$ cat config.mk
export PLATFORM = sky130hd
export DESIGN_NAME = inv_mix_columns_iter
export DESIGN_NICKNAME = d
export VERILOG_FILES = /design/src/rtl/inv_mix_columns_iter.sv
export SDC_FILE = /design/constraint.sdc
export NUM_CORES = 1
export LEC_CHECK = 0
export BUFFER_PORTS_ARGS = -buffer_cell sky130_fd_sc_hd__buf_2
export CORE_UTILIZATION = 55
export CTS_BUF_LIST = sky130_fd_sc_hd__clkbuf_2 sky130_fd_sc_hd__clkbuf_4 sky130_fd_sc_hd__clkbuf_8
export CTS_CLUSTER_SIZE = 14
export DETAILED_ROUTE_END_ITERATION = 8
export PLACE_DENSITY = 0.84
export SYNTH_ARGS = -nofsm -noshare
export SYNTH_HDL_FRONTEND = slang
export SYNTH_SLANG_ARGS = --single-unit
export TNS_END_PERCENT = 100
$ cat constraint.sdc
create_clock -name clk -period 3.8 [get_ports clk]
set_clock_uncertainty 0.05 [all_clocks]
set_input_delay 0.76 -clock clk [delete_from_list [all_inputs] [get_ports clk]]
set_output_delay 0.76 -clock clk [all_outputs]
set_load 0.01 [all_outputs]
$ cat src/rtl/inv_mix_columns_iter.sv
// inv_mix_columns_iter: AES InvMixColumns engine with valid/ready handshakes.
// The default build runs one column per clock through a single shared column
// unit. Defining INV_MIX_COL_PARALLEL_EN instantiates four column units
// and finishes the state in one BUSY cycle. Results are identical in both modes.

// One column of InvMixColumns, built from chained xtime plus XOR.
module inv_mix_col #(
  parameter int COL_LEN = 32
) (
  input  logic [COL_LEN-1:0] col,
  output logic [COL_LEN-1:0] res
);
  function automatic logic [7:0] xtime(input logic [7:0] x);
    return {x[6:0], 1'b0} ^ (x[7] ? 8'h1b : 8'h00);
  endfunction

  logic [3:0][7:0] a, x2, x4, x8, m9, mb, md, me, b;

  // Row 0 sits in the top byte, so a[0] is col[31:24]. Each output byte
  // combines all four multiples, rotated by its row.
  always_comb begin
    a   = '0;
    x2  = '0;
    x4  = '0;
    x8  = '0;
    m9  = '0;
    mb  = '0;
    md  = '0;
    me  = '0;
    b   = '0;
    for (int i = 0; i < 4; i++) begin
      a[i]  = col[COL_LEN-1-8*i -: 8];
      x2[i] = xtime(a[i]);
      x4[i] = xtime(x2[i]);
      x8[i] = xtime(x4[i]);
      m9[i] = x8[i] ^ a[i];
      mb[i] = x8[i] ^ x2[i] ^ a[i];
      md[i] = x8[i] ^ x4[i] ^ a[i];
      me[i] = x8[i] ^ x4[i] ^ x2[i];
    end
    for (int i = 0; i < 4; i++)
      b[i] = me[i] ^ mb[(i+1)%4] ^ md[(i+2)%4] ^ m9[(i+3)%4];
    res = {b[0], b[1], b[2], b[3]};
  end
endmodule

module inv_mix_columns_iter #(
  parameter int DATA_LEN = 128,
  parameter int COL_LEN  = DATA_LEN / 4
) (
  input  logic                clk,
  input  logic                reset,
  input  logic                in_valid,
  output logic                in_ready,
  input  logic [DATA_LEN-1:0] data_in,
  output logic                out_valid,
  input  logic                out_ready,
  output logic [DATA_LEN-1:0] data_out
);
  typedef enum logic [1:0] {IDLE, BUSY, DONE} state_t;

  state_t              state;
  logic [1:0]          col_cnt;
  logic [DATA_LEN-1:0] work;
  logic [DATA_LEN-1:0] work_nxt;

`ifdef INV_MIX_COL_PARALLEL_EN
  // Four column units transform the whole working state in one cycle.
  for (genvar c = 0; c < 4; c++) begin : g_col
    inv_mix_col #(.COL_LEN(COL_LEN)) u_col (
      .col (work[DATA_LEN-1-COL_LEN*c -: COL_LEN]),
      .res (work_nxt[DATA_LEN-1-COL_LEN*c -: COL_LEN])
    );
  end
`else
  logic [COL_LEN-1:0] col_sel, col_res;

  inv_mix_col #(.COL_LEN(COL_LEN)) u_col (
    .col (col_sel),
    .res (col_res)
  );

  // Route column col_cnt through the shared unit and splice the result back.
  always_comb begin
    work_nxt = work;
    col_sel  = '0;
    case (col_cnt)
      2'd0: begin
        col_sel = work[DATA_LEN-1 -: COL_LEN];
        work_nxt[DATA_LEN-1 -: COL_LEN] = col_res;
      end
      2'd1: begin
        col_sel = work[DATA_LEN-1-COL_LEN -: COL_LEN];
        work_nxt[DATA_LEN-1-COL_LEN -: COL_LEN] = col_res;
      end
      2'd2: begin
        col_sel = work[DATA_LEN-1-2*COL_LEN -: COL_LEN];
        work_nxt[DATA_LEN-1-2*COL_LEN -: COL_LEN] = col_res;
      end
      default: begin
        col_sel = work[COL_LEN-1:0];
        work_nxt[COL_LEN-1:0] = col_res;
      end
    endcase
  end
`endif

  // Control FSM with registered handshake outputs; data_out only moves on BUSY->DONE.
  always_ff @(posedge clk) begin
    if (!reset) begin
      state     <= IDLE;
      col_cnt   <= 2'd0;
      work      <= '0;
      in_ready  <= 1'b1;
      out_valid <= 1'b0;
      data_out  <= '0;
    end else begin
      case (state)
        IDLE: if (in_valid) begin
          work     <= data_in;
          col_cnt  <= 2'd0;
          in_ready <= 1'b0;
          state    <= BUSY;
        end
        BUSY: begin
          work <= work_nxt;
`ifdef INV_MIX_COL_PARALLEL_EN
          // col_cnt stays at 0: every column finishes in this single cycle.
          col_cnt   <= 2'd0;
          data_out  <= work_nxt;
          out_valid <= 1'b1;
          state     <= DONE;
`else
          if (col_cnt == 2'd3) begin
            col_cnt   <= 2'd0;
            data_out  <= work_nxt;
            out_valid <= 1'b1;
            state     <= DONE;
          end else begin
            col_cnt <= col_cnt + 2'd1;
          end
`endif
        end
        DONE: if (out_ready) begin
          out_valid <= 1'b0;
          in_ready  <= 1'b1;
          state     <= IDLE;
        end
        default: begin
          state    <= IDLE;
          in_ready <= 1'b1;
        end
      endcase
    end
  end
endmodule

* Yosys cells after proc, flatten, opt, wreduce, memory -nomap -nowiden
Index checks and enable logic that the tools add are counted.
W data, S select, Z words.
** Storage, ports and cells
- Register bits :: 262
- Input bits :: 132
- Output and inout port bits :: 130
- Logic and storage cells :: 106
** Cells by class
- $add $sub $neg :: 1
- Eq/ne operators :: 8
- Mux-type cells :: 32
- Bitwise operators :: 49
- Reduce and logical (&&, ||, !) cells :: 10
** Operator list (count)
- $xor A8 B8 Y8 :: 48
- $pmux W128 S2 :: 1
- $mux W128 :: 1
- $mux W32 :: 4
- $pmux W32 S3 :: 1
- $mux W5 :: 12
- $mux W2 :: 5
- $reduce_and A3 Y1 :: 3
- $eq A2 B2 Y1 const B :: 3
- $ne A2 B2 Y1 const B :: 3
- $pmux W2 S3 :: 1
- $eq A2 B1 Y1 const B :: 2
- $logic_not A2 Y1 :: 2
- $mux W1 :: 4
- $pmux W2 S2 :: 1
- $reduce_and A2 Y1 :: 2
- $reduce_bool A2 Y1 :: 2
- $pmux W1 S3 :: 1
- $reduce_or A3 Y1 :: 1
- $add A2 B1 Y2 const B :: 1
- $pmux W1 S2 :: 1
- $not A1 Y1 :: 1

* Depth between registers and ports, before layout
- Depth in word-level cells :: 15
- Depth in mapped cells :: 13
- Gate-level depth less buffers :: 10

* By module
Synthesis repeated with hierarchy kept, for this count alone.
** Unflattened totals
- Cells, all modules :: 1688
- Area, all modules :: 14949.3 um^2
** Modules (own cells, without submodules)
- inv_mix_columns_iter :: instances 1, cells an instance 1481, area each 12752.2 um^2, seq. area each 5245.0 um^2
- inv_mix_col :: instances 1, cells an instance 207, area each 2197.1 um^2, seq. area each 0.0 um^2

* Worst setup path before layout
No wires, ideal clock.
- Path kind :: reg2reg
- Start point :: register col_cnt[0]
- End point :: register data_out[101]
- Setup time :: 0.136 ns
- Data arrival time :: 3.164 ns
- Data required time :: 3.614 ns
- Path slack :: 0.450 ns
- Cell stages (with the launch flop) :: 12
- Buffers on the path :: 1
- Clock period less this slack :: 3.350 ns
- Cells stage by stage :: dfxtp_1 > inv_1 > ha_1 > buf_6 > a222oi_1 > a21oi_1 > xnor2_1 > xnor2_1 > xor2_1 > xnor2_1 > xor2_1 > o22ai_1
** On the way
- Longest elaborated chain between the ends :: 12
- Elaborated cells on any way between the ends :: 37
- Classes of those cells :: 3 x eq/ne; 10 x mux; 22 x bitwise; 2 x reduce/logical
** RTL lines
- from (decl) :: line 63 : logic [1:0] col_cnt;
- from (signal assigned) :: line 140 : col_cnt <= col_cnt + 2'd1;
- $eq A2 B2 Y1 (tied with other cells) :: line 87 : case (col_cnt)
- $pmux W32 S3 :: line 87
- $mux W5 / $xor A8 B8 Y8 (equally long branches) :: line 14 : return {x[6:0], 1'b0} ^ (x[7] ? 8'h1b : 8'h00);
- $xor A8 B8 Y8 / $mux W5 (equally long branches) :: line 14
- $xor A8 B8 Y8 (2 in series) :: line 14
- $xor A8 B8 Y8 (on tied branches) (2 in series) :: line 39, 37
- $xor A8 B8 Y8 (3 in series) :: line 42 : b[i] = me[i] ^ mb[(i+1)%4] ^ md[(i+2)%4] ^ m9[(i+3)%4];
- $mux W32 :: line 87
- to (signal assigned) :: line 136 : data_out <= work_nxt;
- to (decl) :: line 58 : output logic [DATA_LEN-1:0] data_out
Parallel ways exist; a longest one is shown, timed or not.
A chain may end at the register's enable or synchronous reset.

* Worst setup path after layout
- Start point :: register col_cnt[0]
- End point :: register work[5]
** On the way
- Longest elaborated chain between the ends :: 13
- Elaborated cells on any way between the ends :: 37
- Classes of those cells :: 2 x eq/ne; 11 x mux; 22 x bitwise; 2 x reduce/logical
** RTL lines
- $eq A2 B2 Y1 (tied with other cells) :: line 87
- $pmux W32 S3 :: line 87
- $mux W5 / $xor A8 B8 Y8 (equally long branches) :: line 14
- $xor A8 B8 Y8 / $mux W5 (equally long branches) :: line 14
- $xor A8 B8 Y8 (2 in series) :: line 14
- $xor A8 B8 Y8 (on tied branches) (2 in series) :: line 39, 37
- $xor A8 B8 Y8 (3 in series) :: line 42
- $mux W32 * :: line 87
- $pmux W128 S2 * :: line 118 : case (state)
- to (signal assigned) :: line 120 : work <= data_in;
- to (signal assigned) :: line 126 : work <= work_nxt;
- to (decl) :: line 64 : logic [DATA_LEN-1:0] work;
Mark *: on every way between the ends. The rest lies on a longest branch, timed or not.

==> flow_metrics.py <==
metrics = {
    "floorplanning": {
        "site_rows": 58,
        "die-width_um": 162,
        "fp.dieH_um": 162,
        "design.core.area_mm2": 0.0252,
        "full_die_area_mm2": 0.0263,
        "number_of_top_level_design_ports": 262,
        "floorplan.initialDensity_pct": 56.0,
    },
    "timing": {
        "slew_violations": 0,
        "fmax_ghz": 0.269,
        "clock_period_minus_final_worst_setup_slack_ns": 3.71,
        "worst_pin_slew_ns": 1.12,
        "final-hold-violation-count": 0,
        "max_slew_margin_pct": 24.8,
        "grt_setup_unrepaired": "true",
        "setup-violations-final": 0,
        "post-route-period-util_pct": 97.7,
    },
    "synth": {
        "most_frequent_cells_after_synthesis": "sky130_fd_sc_hd__dfxtp_1 (262), sky130_fd_sc_hd__a21oi_1 (229), sky130_fd_sc_hd__o22ai_1 (130), sky130_fd_sc_hd__xnor2_1 (130), sky130_fd_sc_hd__clkbuf_1 (110)",
        "synth_top_area_share_pct": 37.2,
        "synthesis.area_per_instance_um2": 8.81,
        "ys_ff_latch": 262,
        "synth.most_common_cell": "sky130_fd_sc_hd__dfxtp_1",
        "async_flop_share_pct": 0,
        "most_area_hungry_cell_type_in_the_yosys_netlist": "sky130_fd_sc_hd__dfxtp_1",
        "ys.flop_type": "sky130_fd_sc_hd__dfxtp_1",
        "synth_seq_area_share_pct": 37.2,
        "netlist_area_mm2": 0.0141,
        "synth_fp_nets": 1736,
        "synth-edff-count": 0,
        "synthCells": 1599,
        "ys_top_cells_by_area": "sky130_fd_sc_hd__dfxtp_1 (37%), sky130_fd_sc_hd__a21oi_1 (8.1%), sky130_fd_sc_hd__xnor2_1 (8.1%)",
        "netlist-cell-type-count": 47,
        "total_number_of_yosys_warnings": 0,
    },
    "cts": {
        "cts.path.max_buffers": 3,
        "numCtsBuffers": 43,
        "clk_latency_ns": 0.58,
        "depth_of_the_cts_h_tree": 2,
        "cts_num_sinks": 262,
        "clk_pin_slew_worst_paths_ns": 0.07,
        "cts_tree": "yes",
        "hold_buffers": 0,
        "cts_root_buffer": "sky130_fd_sc_hd__clkbuf_8",
    },
    "run_status": {
        "run_status": "complete, no violations",
    },
    "drt": {
        "post-route-drc-count": 0,
        "drt_wl_total_um": 59900,
        "antenna_left": 0,
        "via_count": 15300,
        "routed_via_density": 6.61,
        "detailedRoute.firstPassIterationCount": 9,
        "routedWlPerCell_um": 25.9,
        "drt-initial-drc-count": 2580,
    },
    "critical_path": {
        "required_ns": 4.16,
        "worstReg2RegEnd": "work[5]",
        "critical_path.startpoint_type": "register",
        "worst-endpoint-arrival_ns": 4.07,
        "worst_setup_path_end_kind": "register",
        "worst_path_largest_cell_delay_ns": 0.41,
        "path_class": "reg2reg",
        "reg2regPathDepth": 15,
        "critical_path_peak_fanout": 23,
        "critical_path_buf_inv_count": 6,
        "cp_slowest_cell": "sky130_fd_sc_hd__dfxtp_2",
        "ordered_cell_list_for_the_critical_path": "inv_1 -> ha_4 -> buf_4 -> a222oi_1 -> buf_4 -> a21oi_1 -> xnor2_1 -> xnor2_1 -> buf_4 -> xor2_1 -> buf_4 -> xnor2_1 -> xor2_1 -> buf_4 -> o22ai_1",
        "worst_r2r_startpoint": "col_cnt[0]",
        "rrSetupSlack_ns": 0.09,
        "cpMostUsedCell": "sky130_fd_sc_hd__buf_4",
        "cp_top_family": "buffers and inverters",
    },
    "final_layout": {
        "multi_input_gate_area_in_the_final_layout_mm2": 0.00842,
        "num-fill-cells": 1997,
        "stdcell_area_mm2": 0.0179,
        "final_layout_size_suffix_gt1_share_pct": 30.4,
        "layout_area_growth_over_synthesis_pct": 27.3,
        "regArea_mm2": 0.00525,
        "final_net_count": 2094,
    },
    "global_routing": {
        "global_route_wire_length_before_repair_um": 87500,
        "number_of_antenna_violations_at_the_first_check_in_global_routing": 4,
        "grt_use_total_pct": 44.4,
        "number_of_global_route_vias_before_repair": 14200,
        "grt_start_max_net_pins": 108,
        "grt_remaining_overflow": 0,
    },
    "placement": {
        "detailed_place.area_mm2": 0.0167,
        "post_detailed_placement_half_perimeter_wirelength_um": 43200,
        "gp_routability_congestion": 1.07,
        "port_buffers": 261,
    },
    "worst_hold_path": {
        "timing.hold.worst_path_depth": 2,
        "hold_path.class": "reg2reg",
        "holdPathEnd": "data_out[88]",
        "hold_sp": "data_out[88]",
    },
    "run": {
        "cap_violations": 0,
    },
}
metrics by stage:
| step | setup TNS (ns) | hold WS, ns | std cells | setup slack (ns) | utilization [%] |
|---|---|---|---|---|---|
| after floorplan | 0 | 0.421 | 1599 | 0.450 | - |
| after global placement | -0.869 | 0.389 | 2232 | -0.0694 | 66.5 |
| after detailed placement | -2.79 | 0.390 | 2232 | -0.132 | 66.5 |
| after CTS | -0.213 | 0.404 | 2305 | -0.0476 | 70.2 |
| after global routing | -0.0577 | 0.419 | 2315 | -0.0160 | 71.3 |
| final | 0 | 0.405 | 2315 | 0.0856 | 71.3 |
what timing repair did:
action / CTS / global route
resized for setup: 6 / 24
buffers inserted: 1 / 9
pin swaps: 2 / 11
setup endpoints to repair: 53 / 172
worst max-delay path by stage:
stage,start,to,cells past startpoint
5_1_grt,col_cnt[0],work[28],14
6_report,col_cnt[0],work[5],15
3_3_place_gp,col_cnt[0],work[92],13
4_1_cts,col_cnt[0],data_out[60],13
3_5_place_dp,col_cnt[0],data_out[60],13
2_1_floorplan,col_cnt[0],data_out[101],11
state kept, by name, summed over array words and instances, names as in the netlist:
signal and flops:
data_out 128, col_cnt 2, state 2, work 128, out_valid 1, in_ready 1
cell type report:
type,count,share of cell area [%]
multi-input combinational,1177,46.9
sequential,262,29.2
timing repair buffer,454,16.3
clock buffer,65,4.43
tap,330,2.30
clock inverter,7,0.432
inverter,19,0.411
antenna,1,0.0139
worst reg2reg max path: cells and delay by family, from the launching register on:
family / cells / cell delay, ns
XOR/XNOR: 5 / 1.02
adder cells (fa/ha/maj): 1 / 0.28
flip-flops: 1 / 0.41
AO/OA/AOI/OAI: 3 / 0.64
buffers and inverters: 6 / 1.17
placed cells by master, fill, tap and decap left out, types with 7 or more instances in the layout:
cell type                  count
sky130_fd_sc_hd__nor2b_1      32
sky130_fd_sc_hd__a21oi_1     226
sky130_fd_sc_hd__buf_12       13
sky130_fd_sc_hd__buf_4       180
sky130_fd_sc_hd__xor2_1       52
sky130_fd_sc_hd__xnor2_1     121
sky130_fd_sc_hd__o21ai_1      10
sky130_fd_sc_hd__o21ai_0      84
sky130_fd_sc_hd__a22o_1       15
sky130_fd_sc_hd__a222oi_1     38
sky130_fd_sc_hd__a221oi_1      7
sky130_fd_sc_hd__nand2_1      69
sky130_fd_sc_hd__and3_1       56
sky130_fd_sc_hd__xnor3_1      11
sky130_fd_sc_hd__xnor2_2      29
sky130_fd_sc_hd__dfxtp_1     260
sky130_fd_sc_hd__nor2_1       92
sky130_fd_sc_hd__buf_2       261
sky130_fd_sc_hd__clkbuf_4     16
sky130_fd_sc_hd__inv_1        17
sky130_fd_sc_hd__mux2i_1      34
sky130_fd_sc_hd__o221ai_1     25
sky130_fd_sc_hd__o22ai_1     130
sky130_fd_sc_hd__clkbuf_8     49
sky130_fd_sc_hd__a22oi_1      67
metal layers:
| metal | global-route usage, % | vias to the layer above | routed length, um |
|---|---|---|---|
| met3 | 10.4 | 214 | 8160 |
| met2 | 64.9 | 1298 | 25700 |
| met1 | 61.2 | 7181 | 23000 |
| met5 | 0 | - | 29 |
| li1 | - | 6608 | - |
| met4 | 22.2 | 4 | 3100 |
cell families (layout without fill, tap and decap cells):
kind of cell    count (synthesis)  after routing  synth area share (%)
flops                         262            262                  37.2
fa+ha+maj                       5              5                 0.444
mux                            36             36                  2.61
compound gates                637            637                  28.5
buf+inv                       160            545                  4.66
simple gates                  269            269                  9.01
other cells                     0              1                     0
xor+xnor                      230            230                  17.6
Power is left out: the tool's default activity adds up to more than one toggle a clock period on the data nets, which glitch-free logic cannot reach.
